`src/rtl/dds_ctrl_pkg.sv`:
```
// dds_ctrl_pkg: shared state type, table entry layout and default widths
// for the DDS frequency-hop scheduler.
package dds_ctrl_pkg;

   localparam int DEF_FCW_W   = 24;
   localparam int DEF_KIDX_W  = 12;
   localparam int DEF_DWELL_W = 16;
   localparam int DEF_DEPTH   = 8;

   typedef enum logic [1:0] {
      ST_IDLE,
      ST_OFFER,
      ST_DWELL,
      ST_WAIT_WRAP
   } hop_state_t;

   typedef struct packed {
      logic [DEF_FCW_W-1:0]   fcw;
      logic [DEF_KIDX_W-1:0]  kidx;
      logic [DEF_DWELL_W-1:0] dwell;
   } hop_entry_t;

   localparam int ENTRY_W = $bits(hop_entry_t);

endpackage

```
`src/rtl/dds_hop_table.sv`:
```
// dds_hop_table: DEPTH-entry hop table with one write port, a combinational
// read port and synchronous reset-to-zero.
module dds_hop_table
   import dds_ctrl_pkg::*;
#(
   parameter int DEPTH = DEF_DEPTH,
   parameter int AW    = $clog2(DEPTH)
) (
   input  logic               clk,
   input  logic               reset,
   input  logic               we,
   input  logic [AW-1:0]      waddr,
   input  logic [ENTRY_W-1:0] wdata,
   input  logic [AW-1:0]      raddr,
   output logic [ENTRY_W-1:0] rdata
);

   logic [ENTRY_W-1:0] mem [DEPTH];

   always_ff @(posedge clk) begin
      if (reset) begin
         for (int i = 0; i < DEPTH; i++) mem[i] <= '0;
      end else if (we) begin
         mem[waddr] <= wdata;
      end
   end

   assign rdata = mem[raddr];

endmodule

```
`src/rtl/dds_hop_sched.sv`:
```
// dds_hop_sched: steps through a programmable (FCW, K-index, dwell) table and
// offers each hop to the DDS core. Define DDS_HOP_WRAP_SYNC_EN to align hops to phase_wrap.
module dds_hop_sched
   import dds_ctrl_pkg::*;
#(
   parameter int FCW_W   = DEF_FCW_W,
   parameter int KIDX_W  = DEF_KIDX_W,
   parameter int DWELL_W = DEF_DWELL_W,
   parameter int DEPTH   = DEF_DEPTH,
   parameter int AW      = $clog2(DEPTH)
) (
   input  logic              clk,
   input  logic              reset,
   input  logic              cfg_we,
   input  logic [AW-1:0]     cfg_addr,
   input  logic [FCW_W-1:0]  cfg_fcw,
   input  logic [KIDX_W-1:0] cfg_kidx,
   input  logic [DWELL_W-1:0] cfg_dwell,
   input  logic [AW-1:0]     cfg_last,
   input  logic              loop_en,
   input  logic              start,
   input  logic              stop,
   input  logic              phase_wrap,
   output logic              upd_valid,
   input  logic              upd_ready,
   output logic [FCW_W-1:0]  fcw_out,
   output logic [KIDX_W-1:0] kidx_out,
   output logic [AW-1:0]     hop_idx,
   output logic              busy,
   output logic              done
);

`ifdef DDS_HOP_WRAP_SYNC_EN
   localparam hop_state_t ST_HOP = ST_WAIT_WRAP;
`else
   localparam hop_state_t ST_HOP = ST_OFFER;
`endif

   hop_state_t         state, state_d;
   logic [AW-1:0]      idx, idx_d, last_q;
   logic               loop_q, stop_pend, stop_pend_d, done_d, load;
   logic [DWELL_W-1:0] dwell_cnt, cnt_d, dwell_st;
   hop_entry_t         wr_ent, rd_ent;
   logic [ENTRY_W-1:0] rd_raw;

   assign wr_ent = '{fcw: cfg_fcw, kidx: cfg_kidx, dwell: cfg_dwell};
   assign rd_ent = hop_entry_t'(rd_raw);

   // Reading at the next index lets staging capture the entry on OFFER entry.
   dds_hop_table #(.DEPTH(DEPTH), .AW(AW)) u_table (
      .clk   (clk),
      .reset (reset),
      .we    (cfg_we),
      .waddr (cfg_addr),
      .wdata (wr_ent),
      .raddr (idx_d),
      .rdata (rd_raw)
   );

   always_comb begin
      state_d     = state;
      idx_d       = idx;
      stop_pend_d = stop_pend;
      cnt_d       = dwell_cnt;
      done_d      = 1'b0;
      case (state)
         ST_IDLE: begin
            if (start && !stop) begin
               state_d = ST_OFFER;
               idx_d   = '0;
            end
         end
         ST_OFFER: begin
            stop_pend_d = stop_pend | stop;
            if (upd_ready) begin
               state_d     = stop_pend_d ? ST_IDLE : ST_DWELL;
               stop_pend_d = 1'b0;
               cnt_d       = (dwell_st == '0) ? DWELL_W'(1) : dwell_st;
            end
         end
         ST_DWELL: begin
            cnt_d = dwell_cnt - 1'b1;
            if (stop) begin
               state_d = ST_IDLE;
            end else if (dwell_cnt == DWELL_W'(1)) begin
               done_d  = (idx == last_q) && !loop_q;
               state_d = done_d ? ST_IDLE : ST_HOP;
               idx_d   = (idx == last_q) ? '0 : idx + 1'b1;
            end
         end
         ST_WAIT_WRAP: state_d = stop ? ST_IDLE : phase_wrap ? ST_OFFER : ST_WAIT_WRAP;
         default: state_d = ST_IDLE;
      endcase
      load = (state_d == ST_OFFER) && (state != ST_OFFER);
   end

   always_ff @(posedge clk) begin
      if (reset) begin
         state     <= ST_IDLE;
         idx       <= '0;
         last_q    <= '0;
         loop_q    <= 1'b0;
         stop_pend <= 1'b0;
         dwell_cnt <= '0;
         dwell_st  <= '0;
         fcw_out   <= '0;
         kidx_out  <= '0;
         upd_valid <= 1'b0;
         busy      <= 1'b0;
         done      <= 1'b0;
      end else begin
         state     <= state_d;
         idx       <= idx_d;
         stop_pend <= stop_pend_d;
         dwell_cnt <= cnt_d;
         upd_valid <= state_d == ST_OFFER;
         busy      <= state_d != ST_IDLE;
         done      <= done_d;
         if (state == ST_IDLE && state_d == ST_OFFER) begin
            last_q <= cfg_last;
            loop_q <= loop_en;
         end
         if (load) begin
            fcw_out  <= rd_ent.fcw;
            kidx_out <= rd_ent.kidx;
            dwell_st <= rd_ent.dwell;
         end
      end
   end

   assign hop_idx = idx;

endmodule
```
`config.mk`:
```
export PLATFORM = sky130hd
export DESIGN_NAME = dds_hop_sched
export DESIGN_NICKNAME = d
export VERILOG_FILES = /design/src/rtl/dds_ctrl_pkg.sv /design/src/rtl/dds_hop_table.sv /design/src/rtl/dds_hop_sched.sv
export SDC_FILE = /design/constraint.sdc
export NUM_CORES = 1
export LEC_CHECK = 0
export ABC_AREA = 0
export CAP_MARGIN = 20
export CORE_MARGIN = 4
export CORE_UTILIZATION = 40
export DETAILED_ROUTE_END_ITERATION = 8
export SYNTH_ARGS = -nofsm -noshare
export SYNTH_HDL_FRONTEND = slang
export SYNTH_SLANG_ARGS = --single-unit
export TNS_END_PERCENT = 30
```
`constraint.sdc`:
```
create_clock -name clk -period 3.6 [get_ports clk]
set_clock_uncertainty 0.1 [all_clocks]
set_input_delay 0.72 -clock clk [delete_from_list [all_inputs] [get_ports clk]]
set_output_delay 0.72 -clock clk [all_outputs]
set_load 0.005 [all_outputs]
```
# [Word-level counts from Yosys, hierarchy flattened]
# Memory sizes are Yosys's and may differ from the RTL's. A register that Yosys moved wholly into a read port is not among the register bits.
# Cells that the tools add are included.
[word_totals] regBits=29 wordCells=62 out_inout_bits=42 n_memories=1 mem_bits_rw=416 inputBits=66
[classes] reduce_logical=13 bitwise_logic=3 eq_ne=8 add_sub_neg=2 muxes=26
[mem_list] name="u_table.mem" depth=8 width=52 rd=1 rd_ports_with_merged_regs=1 wr=8 line="dds_hop_table.sv:18" source="logic [ENTRY_W-1:0] mem [DEPTH];"
[ops] op="$mux W52" n=1
[ops] op="$reduce_or A52 Y1" n=1
[ops] op="$mux W16" n=2
[ops] op="$pmux W16 S2" n=1
[ops] op="$eq A16 B1 Y1 const B" n=1
[ops] op="$logic_not A16 Y1" n=1
[ops] op="$sub A16 B1 Y16 const B" n=1
[ops] op="$mux W3" n=5
[ops] op="$mux W2" n=7
[ops] op="$mux W1" n=8
[ops] op="$pmux W2 S4" n=1
[ops] op="$pmux W3 S2" n=1
[ops] op="$eq A2 B1 Y1 const B" n=2
[ops] op="$eq A2 B2 Y1 const B" n=2
[ops] op="$logic_and A1 B1 Y1" n=4
[ops] op="$reduce_bool A2 Y1" n=2
[ops] op="$reduce_or A4 Y1" n=1
[ops] op="$add A3 B1 Y3 const B" n=1
[ops] op="$eq A3 B3 Y1" n=1
[ops] op="$logic_not A1 Y1" n=2
[ops] op="$logic_not A2 Y1" n=1
[ops] op="$ne A2 B1 Y1 const B" n=1
[ops] op="$ne A2 B2 Y1 const B" n=1
[ops] op="$not A1 Y1" n=2
[ops] op="other kinds (2)" n=2

# [Longest topological paths before layout]
# Gate-level depths: netlist (run 1).
[depth] word_depth=8 ltp_mapped=12 ltp_nobuf=9

# [By module]
# Synthesis (run 1) repeated with hierarchy kept, for this count alone.
[unflattened] cells_unflattened=1607 hier_area_um2=22557.9
[by_module_without_submodules] module="dds_hop_table" cells_each=1178 seq_area_each_um2=12492.0 area_per_inst_um2=18376.4 n_inst=1
[by_module_without_submodules] module="dds_hop_sched" cells_each=429 seq_area_each_um2=1621.6 area_per_inst_um2=4181.5 n_inst=1

# [Least setup slack after synthesis (run 1)]
# OpenSTA, ideal clock, no wires.
[synth_path] kind="register to register" start="reg dwell_cnt[7]" end="reg kidx_out[4] (read register of u_table.mem)" synth_period_minus_slack_ps=2929 arrival_time_ps=2711 path_slack_ps=671 path_stages_with_launch=10 path_cell_list="dfxtp_1 > or4_4 > or4_4 > o311ai_4 > o21a_1 > buf_2 > buf_4 > a21oi_1 > a211o_1 > a32o_1"
[synth_via] elab_chain_cells=6
[synth_lines] item="from (decl)" line="dds_hop_sched.sv:42" source="logic [DWELL_W-1:0] dwell_cnt, cnt_d, dwell_st;"
[synth_lines] item="from (signal assigned)" line="dds_hop_sched.sv:115" source="dwell_cnt <= cnt_d;"
[synth_lines] item="$eq A16 B1 Y1 *" line="dds_hop_sched.sv:85" source="end else if (dwell_cnt == DWELL_W'(1)) begin"
[synth_lines] item="$mux W2" line="dds_hop_sched.sv:85"
[synth_lines] item="$mux W2" line="dds_hop_sched.sv:83" source="if (stop) begin"
[synth_lines] item="$pmux W2 S4" line="dds_hop_sched.sv:66" source="case (state)"
[synth_lines] item="$eq A2 B1 Y1" line="dds_hop_sched.sv:94" source="load = (state_d == ST_OFFER) && (state != ST_OFFER);"
[synth_lines] item="$logic_and A1 B1 Y1" line="dds_hop_sched.sv:94"
[synth_lines] item="to (decl)" line="dds_hop_sched.sv:27" source="output logic [KIDX_W-1:0] kidx_out,"
# Mark *: on every way between the ends. The rest lies on a longest branch, timed or not.
# A chain may end at the register's enable or synchronous reset.

# [Final worst setup path (run 1)]
[layout_path] start="reg dwell_cnt[0]" end="reg dwell_st[4] (read register of u_table.mem)"
[layout_via] elab_chain_cells=6
[layout_lines] item="$eq A16 B1 Y1 *" line="dds_hop_sched.sv:85"
[layout_lines] item="$mux W2" line="dds_hop_sched.sv:85"
[layout_lines] item="$mux W2" line="dds_hop_sched.sv:83"
[layout_lines] item="$pmux W2 S4" line="dds_hop_sched.sv:66"
[layout_lines] item="$eq A2 B1 Y1" line="dds_hop_sched.sv:94"
[layout_lines] item="$logic_and A1 B1 Y1" line="dds_hop_sched.sv:94"
[layout_lines] item="to (decl)" line="dds_hop_sched.sv:42"
# Marks and branches as above.

==> flow_summary.json, run 1 <==
{
  "clockPowerShare_pct": 41.6,
  "worst_hold_startpoint": "loop_q",
  "crit_path_max_incr_delay_ns": 0.51,
  "ctsLongestPathBuffers": 3,
  "critPathMaxFanout": 51,
  "post_drt_wl_per_cell_um": 22.5,
  "cts_tree": "done",
  "hpwl_um": 30600,
  "min_period_over_period_pct": 94.3,
  "status": "finished clean",
  "period_needed_ns": 3.39,
  "clk_latency_ns": 0.61,
  "postCtsHoldBufs": 0,
  "design.die.area_um2": 58900,
  "row_count": 85,
  "grt_max_degree": 54,
  "synth-seq-area-share_pct": 64.0,
  "syn_area_um2": 22000,
  "multi_input_area_um2": 7520,
  "dieWidth_um": 243,
  "clkTransAtPathRegs_ns": 0.06,
  "fillers": 4722,
  "async_flop_share_pct": 0,
  "yosys-top-cells-area": "edfxtp_1 57%, and2_1 12%, mux2i_1 9.4%",
  "fin_ws_ns": 0.207,
  "vias": 13600,
  "yosys_warnings": 0,
  "chipHeight_um": 243,
  "start_kind": "flop",
  "fmax_mhz": 295,
  "p_total_mw": 12.9,
  "p_leak_nw": 10.5,
  "cts_setup_buffers": 0,
  "tns_ns": 0,
  "endpoint_kind": "flop",
  "netlist-cell-type-count": 57,
  "cts_buffers": 54,
  "port_buffers": 107,
  "p_comb_share_pct": 6.2,
  "grt_usage_pct": 19.2,
  "postRouteAntennaNets": 0,
  "p_sw_mw": 2.85,
  "avgViaCountPerCell": 5.34,
  "cts_max_level": 2,
  "overflow": 0,
  "route.detailed.drc": 0,
  "ff_latch_area_um2": 14100,
  "holdPathEnd": "loop_q",
  "synth_nets": 1747,
  "routed_wirelength_um": 57000,
  "worst_pin_slew_ns": 0.737,
  "crit_path_top_delay_cell": "or4b_1",
  "cp_top_family": "simple AND/OR/NAND/NOR gates",
  "ys_ff_latch": 497,
  "synth_top_area_share_pct": 56.7,
  "holdCritPathClass": "reg -> reg",
  "synth_flop_cell": "edfxtp_1",
  "peakVddDrop_mv": 0.341,
  "syn_inst": 1678,
  "min_path_cells": 2,
  "p_int_mw": 10.0,
  "ioPinCount": 108,
  "antenna_found_initial": 4,
  "cts-resized-gates": 0,
  "dr.pass1.iters": 5,
  "cp.required_ns": 3.97,
  "crit_chain": "ha_1 -> or4b_1 -> or4_4 -> nor4b_4 -> o21ai_4 -> nand3_2 -> buf_12 -> o2bb2ai_1 -> a211o_1",
  "worst_ep_arrival_time_ns": 3.76,
  "cap_violations": 0,
  "grt_pass1_vias": 14100,
  "setup_viol": 0,
  "gp_congestion": 0.766,
  "hold_viol_final": 0,
  "rrSetupSlack_ns": 0.21,
  "r2r-start": "dwell_cnt[0]",
  "syn_avg_cell_area_um2": 13.1,
  "worst-r2r-cell-count": 9,
  "swShare_pct": 22.2,
  "seqPwrFrac_pct": 52.2,
  "pre_cts_ws_ns": 0.0750,
  "fin_util_pct": 48.3,
  "fin_nets": 1864,
  "hold_ws_ns": 0.373,
  "synth_edf_count": 416,
  "path_buf_inv": 1,
  "relSlewSlack_pct": 50.9,
  "slew_viol_final": 0,
  "first_iter_violations": 956,
  "core_area_um2": 54200,
  "p_per_area_nw_per_um2": 491,
  "grt_pass1_wl_um": 87600,
  "initial_core_util_pct": 40.6,
  "syn_to_final_growth_pct": 18.9,
  "cts-root-buf": "clkbuf_16",
  "critPathKind": "reg -> reg",
  "rsz0062_at_grt": "no",
  "synth_top_area_cell": "edfxtp_1",
  "clock_sinks": 497,
  "r2r-end": "dwell_st[4]",
  "drive_above_1_share_pct": 9.46
}
-- Yosys cell counts (3+ instances only) --
library cell and instances:
or2_2 11, buf_6 8, ha_1 3, a222oi_1 5, nor2b_1 6, a21oi_1 73, inv_1 3, a211o_1 52
buf_2 20, o211ai_1 3, xnor2_1 4, nor2_1 32, nand2b_1 5, nand3_1 6, mux2i_1 207, nand2_1 127
and2_1 417, o21ai_0 8, nor4_1 9, dfxtp_1 81, clkbuf_1 69, xor2_1 3, clkbuf_4 5, edfxtp_1 416
o2bb2ai_1 51, nor3_1 10
-- per-layer routing --
layer  share of wire [%]  wire length [um]  global-route usage [%]
met1                  46             26000                    26.9
met2                  47             26800                    31.1
met3                 5.6              3210                    3.31
met4                 1.8              1010                    4.91
met5               0.042                24                       0
-- how the worst max path moves through the flow --
stage,start,end,cells after the start
after floorplan,dwell_cnt[7],kidx_out[4],9
after global placement,start,fcw_out[7],8
after CTS,dwell_cnt[0],dwell_st[2],9
final,dwell_cnt[0],dwell_st[4],9
after global routing,dwell_cnt[0],dwell_st[4],9
after detailed placement,start,dwell_st[4],8
-- worst reg2reg max path: stages, from the launching register on --
cell and delay, ns:
dfxtp_1 0.42, ha_1 0.16, or4b_1 0.51, or4_4 0.51, nor4b_4 0.36, o21ai_4 0.26, nand3_2 0.17, buf_12 0.34
o2bb2ai_1 0.17, a211o_1 0.28
-- power groups by stage --
stage          clock, mW  sequential, mW  combinational, mW
6_report            5.35            6.71              0.800
5_1_grt             5.69            6.74              0.876
4_1_cts             5.46            6.71              0.812
3_5_place_dp           0            6.83              0.808
3_3_place_gp           0            6.82              0.796
2_1_floorplan          0            6.78              0.389
-- area by class of cell --
class	count	area share, %
tap	696	3.32
clock buffer	76	5.97
inverter	3	0.0430
timing repair buffer	165	7.47
sequential	497	53.9
clock inverter	24	0.621
antenna	3	0.0286
multi-input combinational	1074	28.7
-- state kept, by name, summed over array words and instances (netlist names), 2 cells and up --
signal	flops
u_table.mem	416
dwell_cnt	16
fcw_out	24
kidx_out	12
last_q	3
hop_idx	3
state	2
dwell_st	16
-- metrics by stage --
step           instances  instance area [um2]
2_1_floorplan       1678                22000
3_3_place_gp        2435                24500
3_5_place_dp        2435                24500
4_1_cts             2535                26200
5_1_grt             2535                26200
6_report            2538                26200
-- placed cells by master, fill, tap and decap left out, drive strengths merged, types with 4 or more instances in the layout --
master and count:
or4 4, a21oi 73, mux2i 207, nand3 7
nor2b 6, dfxtp 81, nand2b 5, or2 11
xnor2 4, clkdlybuf4s50 107, clkbuf 76, and2 417
edfxtp 416, buf 58, nor4 11, nor3 10
o2bb2ai 51, a211o 52, o21ai 10, a222oi 5
clkinv 21, nor2 32, nand2 127
-- logic make-up (layout without fill, tap and decap cells) --
| logic type | after synthesis | count (layout) | share of synthesized area (%) |
|---|---|---|---|
| mux | 208 | 208 | 9.45 |
| other cells | 0 | 3 | 0 |
| flops | 497 | 497 | 64.0 |
| compound gates | 210 | 210 | 7.00 |
| simple gates | 646 | 646 | 16.8 |
| fa+ha+maj | 3 | 3 | 0.170 |
| buf+inv | 107 | 268 | 2.33 |
| xor+xnor | 7 | 7 | 0.278 |
Power figures use the tool's default switching activity.
==> inputs of run 2 (changes only) <==
Settings changed: CORE_MARGIN 4 to unset, PLACE_DENSITY set to 0.67.
==> run 2 against run 1 <==
- register-to-register slack better by 0.16 ns
- global-route usage up 0.85 points
- worst hold slack worse by 0.013 ns
- largest cell class unchanged
==> flow_summary.json, run 2 (same netlist as run 1, synthesis figures left out) <==
{
  "ioPinCount": 108,
  "routed.top_layer": "met5",
  "port_buffers": 107,
  "syn_to_final_growth_pct": 17.2,
  "top_register": "u_table.mem",
  "largest_registers": "u_table.mem: 416 flops, fcw_out: 24 flops",
  "worst-r2r-cell-count": 9,
  "route.detailed.drc": 0,
  "crit_path_top_delay_cell": "or4b_1",
  "ctsLongestPathBuffers": 3,
  "cts_buffers": 52,
  "fin_nets": 1853,
  "r2r-start": "dwell_cnt[0]",
  "critPathMaxFanout": 60,
  "post_drt_wl_per_cell_um": 22.3,
  "design.die.area_um2": 56100,
  "rsz0062_at_grt": "no",
  "cp.depth": 9,
  "grt_pass1_vias": 13600,
  "cts-resized-gates": 0,
  "relSlewSlack_pct": 48.3,
  "core_area_um2": 54100,
  "cp_top_family": "simple AND/OR/NAND/NOR gates",
  "cap_violations": 0,
  "setup_viol": 0,
  "cp.required_ns": 3.99,
  "critPathKind": "reg -> reg",
  "worst_hold_startpoint": "loop_q",
  "avgViaCountPerCell": 5.48,
  "min_path_cells": 2,
  "r2r-end": "fcw_out[14]",
  "grt_pass1_wl_um": 84300,
  "gp_congestion": 0.799,
  "p_leak_nw": 10.4,
  "final_cell_mix": "417 x and2_1, 416 x edfxtp_1, 207 x mux2i_1, 127 x nand2_1, 107 x clkdlybuf4s50_1",
  "crit_path_max_incr_delay_ns": 0.51,
  "row_count": 85,
  "hold_viol_final": 0,
  "cts_max_level": 2,
  "drive_above_1_share_pct": 8.11,
  "dieWidth_um": 237,
  "postCtsHoldBufs": 0,
  "p_total_mw": 12.6,
  "first_iter_violations": 1246,
  "slew_viol_final": 0,
  "grt_usage_pct": 20.0,
  "routed_wirelength_um": 56300,
  "holdPathEnd": "loop_q",
  "start_kind": "flop",
  "min_period_over_period_pct": 89.8,
  "postRouteAntennaNets": 0,
  "worst_pin_slew_ns": 0.775,
  "grt_max_degree": 61,
  "fmax_mhz": 309,
  "p_per_area_nw_per_um2": 487,
  "final_common_cell": "and2_1",
  "antenna_found_initial": 2,
  "path_buf_inv": 1,
  "dr.pass1.iters": 7,
  "endpoint_kind": "flop",
  "tns_ns": 0,
  "hold_ws_ns": 0.361,
  "chipHeight_um": 237,
  "clkTransAtPathRegs_ns": 0.06,
  "rrSetupSlack_ns": 0.37,
  "hpwl_um": 29700,
  "clk_latency_ns": 0.60,
  "route.met3.wl_um": 3340,
  "peakVddDrop_mv": 0.343,
  "initial_core_util_pct": 40.7,
  "drt-met1-wl_um": 24400,
  "holdCritPathClass": "reg -> reg",
  "period_needed_ns": 3.23,
  "dr_wl_met2_um": 27300,
  "cts-root-buf": "clkbuf_16",
  "status": "finished clean",
  "overflow": 0,
  "crit_chain": "ha_1 -> or4b_1 -> or4_4 -> o311ai_4 -> o21ai_4 -> buf_12 -> mux2i_1 -> o2bb2ai_1 -> a211o_1",
  "largest_reg_flops": 416,
  "clock_sinks": 497,
  "cts_tree": "done",
  "cts_setup_buffers": 0,
  "vias": 13800,
  "worst_ep_arrival_time_ns": 3.62
}
run 2: cell count changes in the layout (fill, tap and decap cells not counted), sizes merged:
cell / change
buf: -9
diode: -1
clkinv: -11
clkbuf: +7
clkinvlp: -2
bufinv: -1
inv: +3
run 2: worst min-delay path: cells and delay by family (launching register included):
family             cells  cell delay [ns]
and+or+nand+nor        1             0.05
AOI/OAI and AO/OA      1             0.06
DFF                    1             0.31
run 2: layer usage:
layer  vias to the layer above  track usage, %
met2                       405            33.4
met1                      7060            26.9
met4                         4            6.16
li1                       6292               -
met3                        75            2.97
met5                         -               0
run 2: layout make-up:
cell class	instances	area [um2]
Clock inverter	13	81.3
Timing Repair Buffer	156	1730
Fill cell	4621	28300
Sequential cell	497	14100
Tap cell	696	871
Antenna cell	2	5.00
Clock buffer	83	1520
Inverter	3	11.3
Multi-Input combinational cell	1074	7520
run 2: worst max path at each step:
stage                            start          end  slack, ns
after global placement           start  fcw_out[22]       0.14
after floorplan           dwell_cnt[7]  kidx_out[4]       0.67
after global routing      dwell_cnt[0]  dwell_st[0]       0.26
after detailed placement         start  fcw_out[22]       0.12
after CTS                 dwell_cnt[0]  kidx_out[5]       0.37
final                     dwell_cnt[0]  fcw_out[14]       0.37
run 2: per-stage QoR:
stage / area, um2 / cells / worst slack, ns / util [%]
floorplan: 22000 / 1678 / 0.671 / -
global placement: 24200 / 2426 / 0.144 / 44.8
detailed placement: 24200 / 2426 / 0.120 / 44.8
CTS: 25800 / 2522 / 0.366 / 47.7
global route: 25800 / 2522 / 0.261 / 47.7
finish: 25800 / 2524 / 0.368 / 47.7
run 2: power by group:
part | total (mW) | switching, mW | internal (mW)
clock network | 5.07 | 2.18 | 2.89
registers | 6.71 | 0.131 | 6.58
logic | 0.795 | 0.463 | 0.332
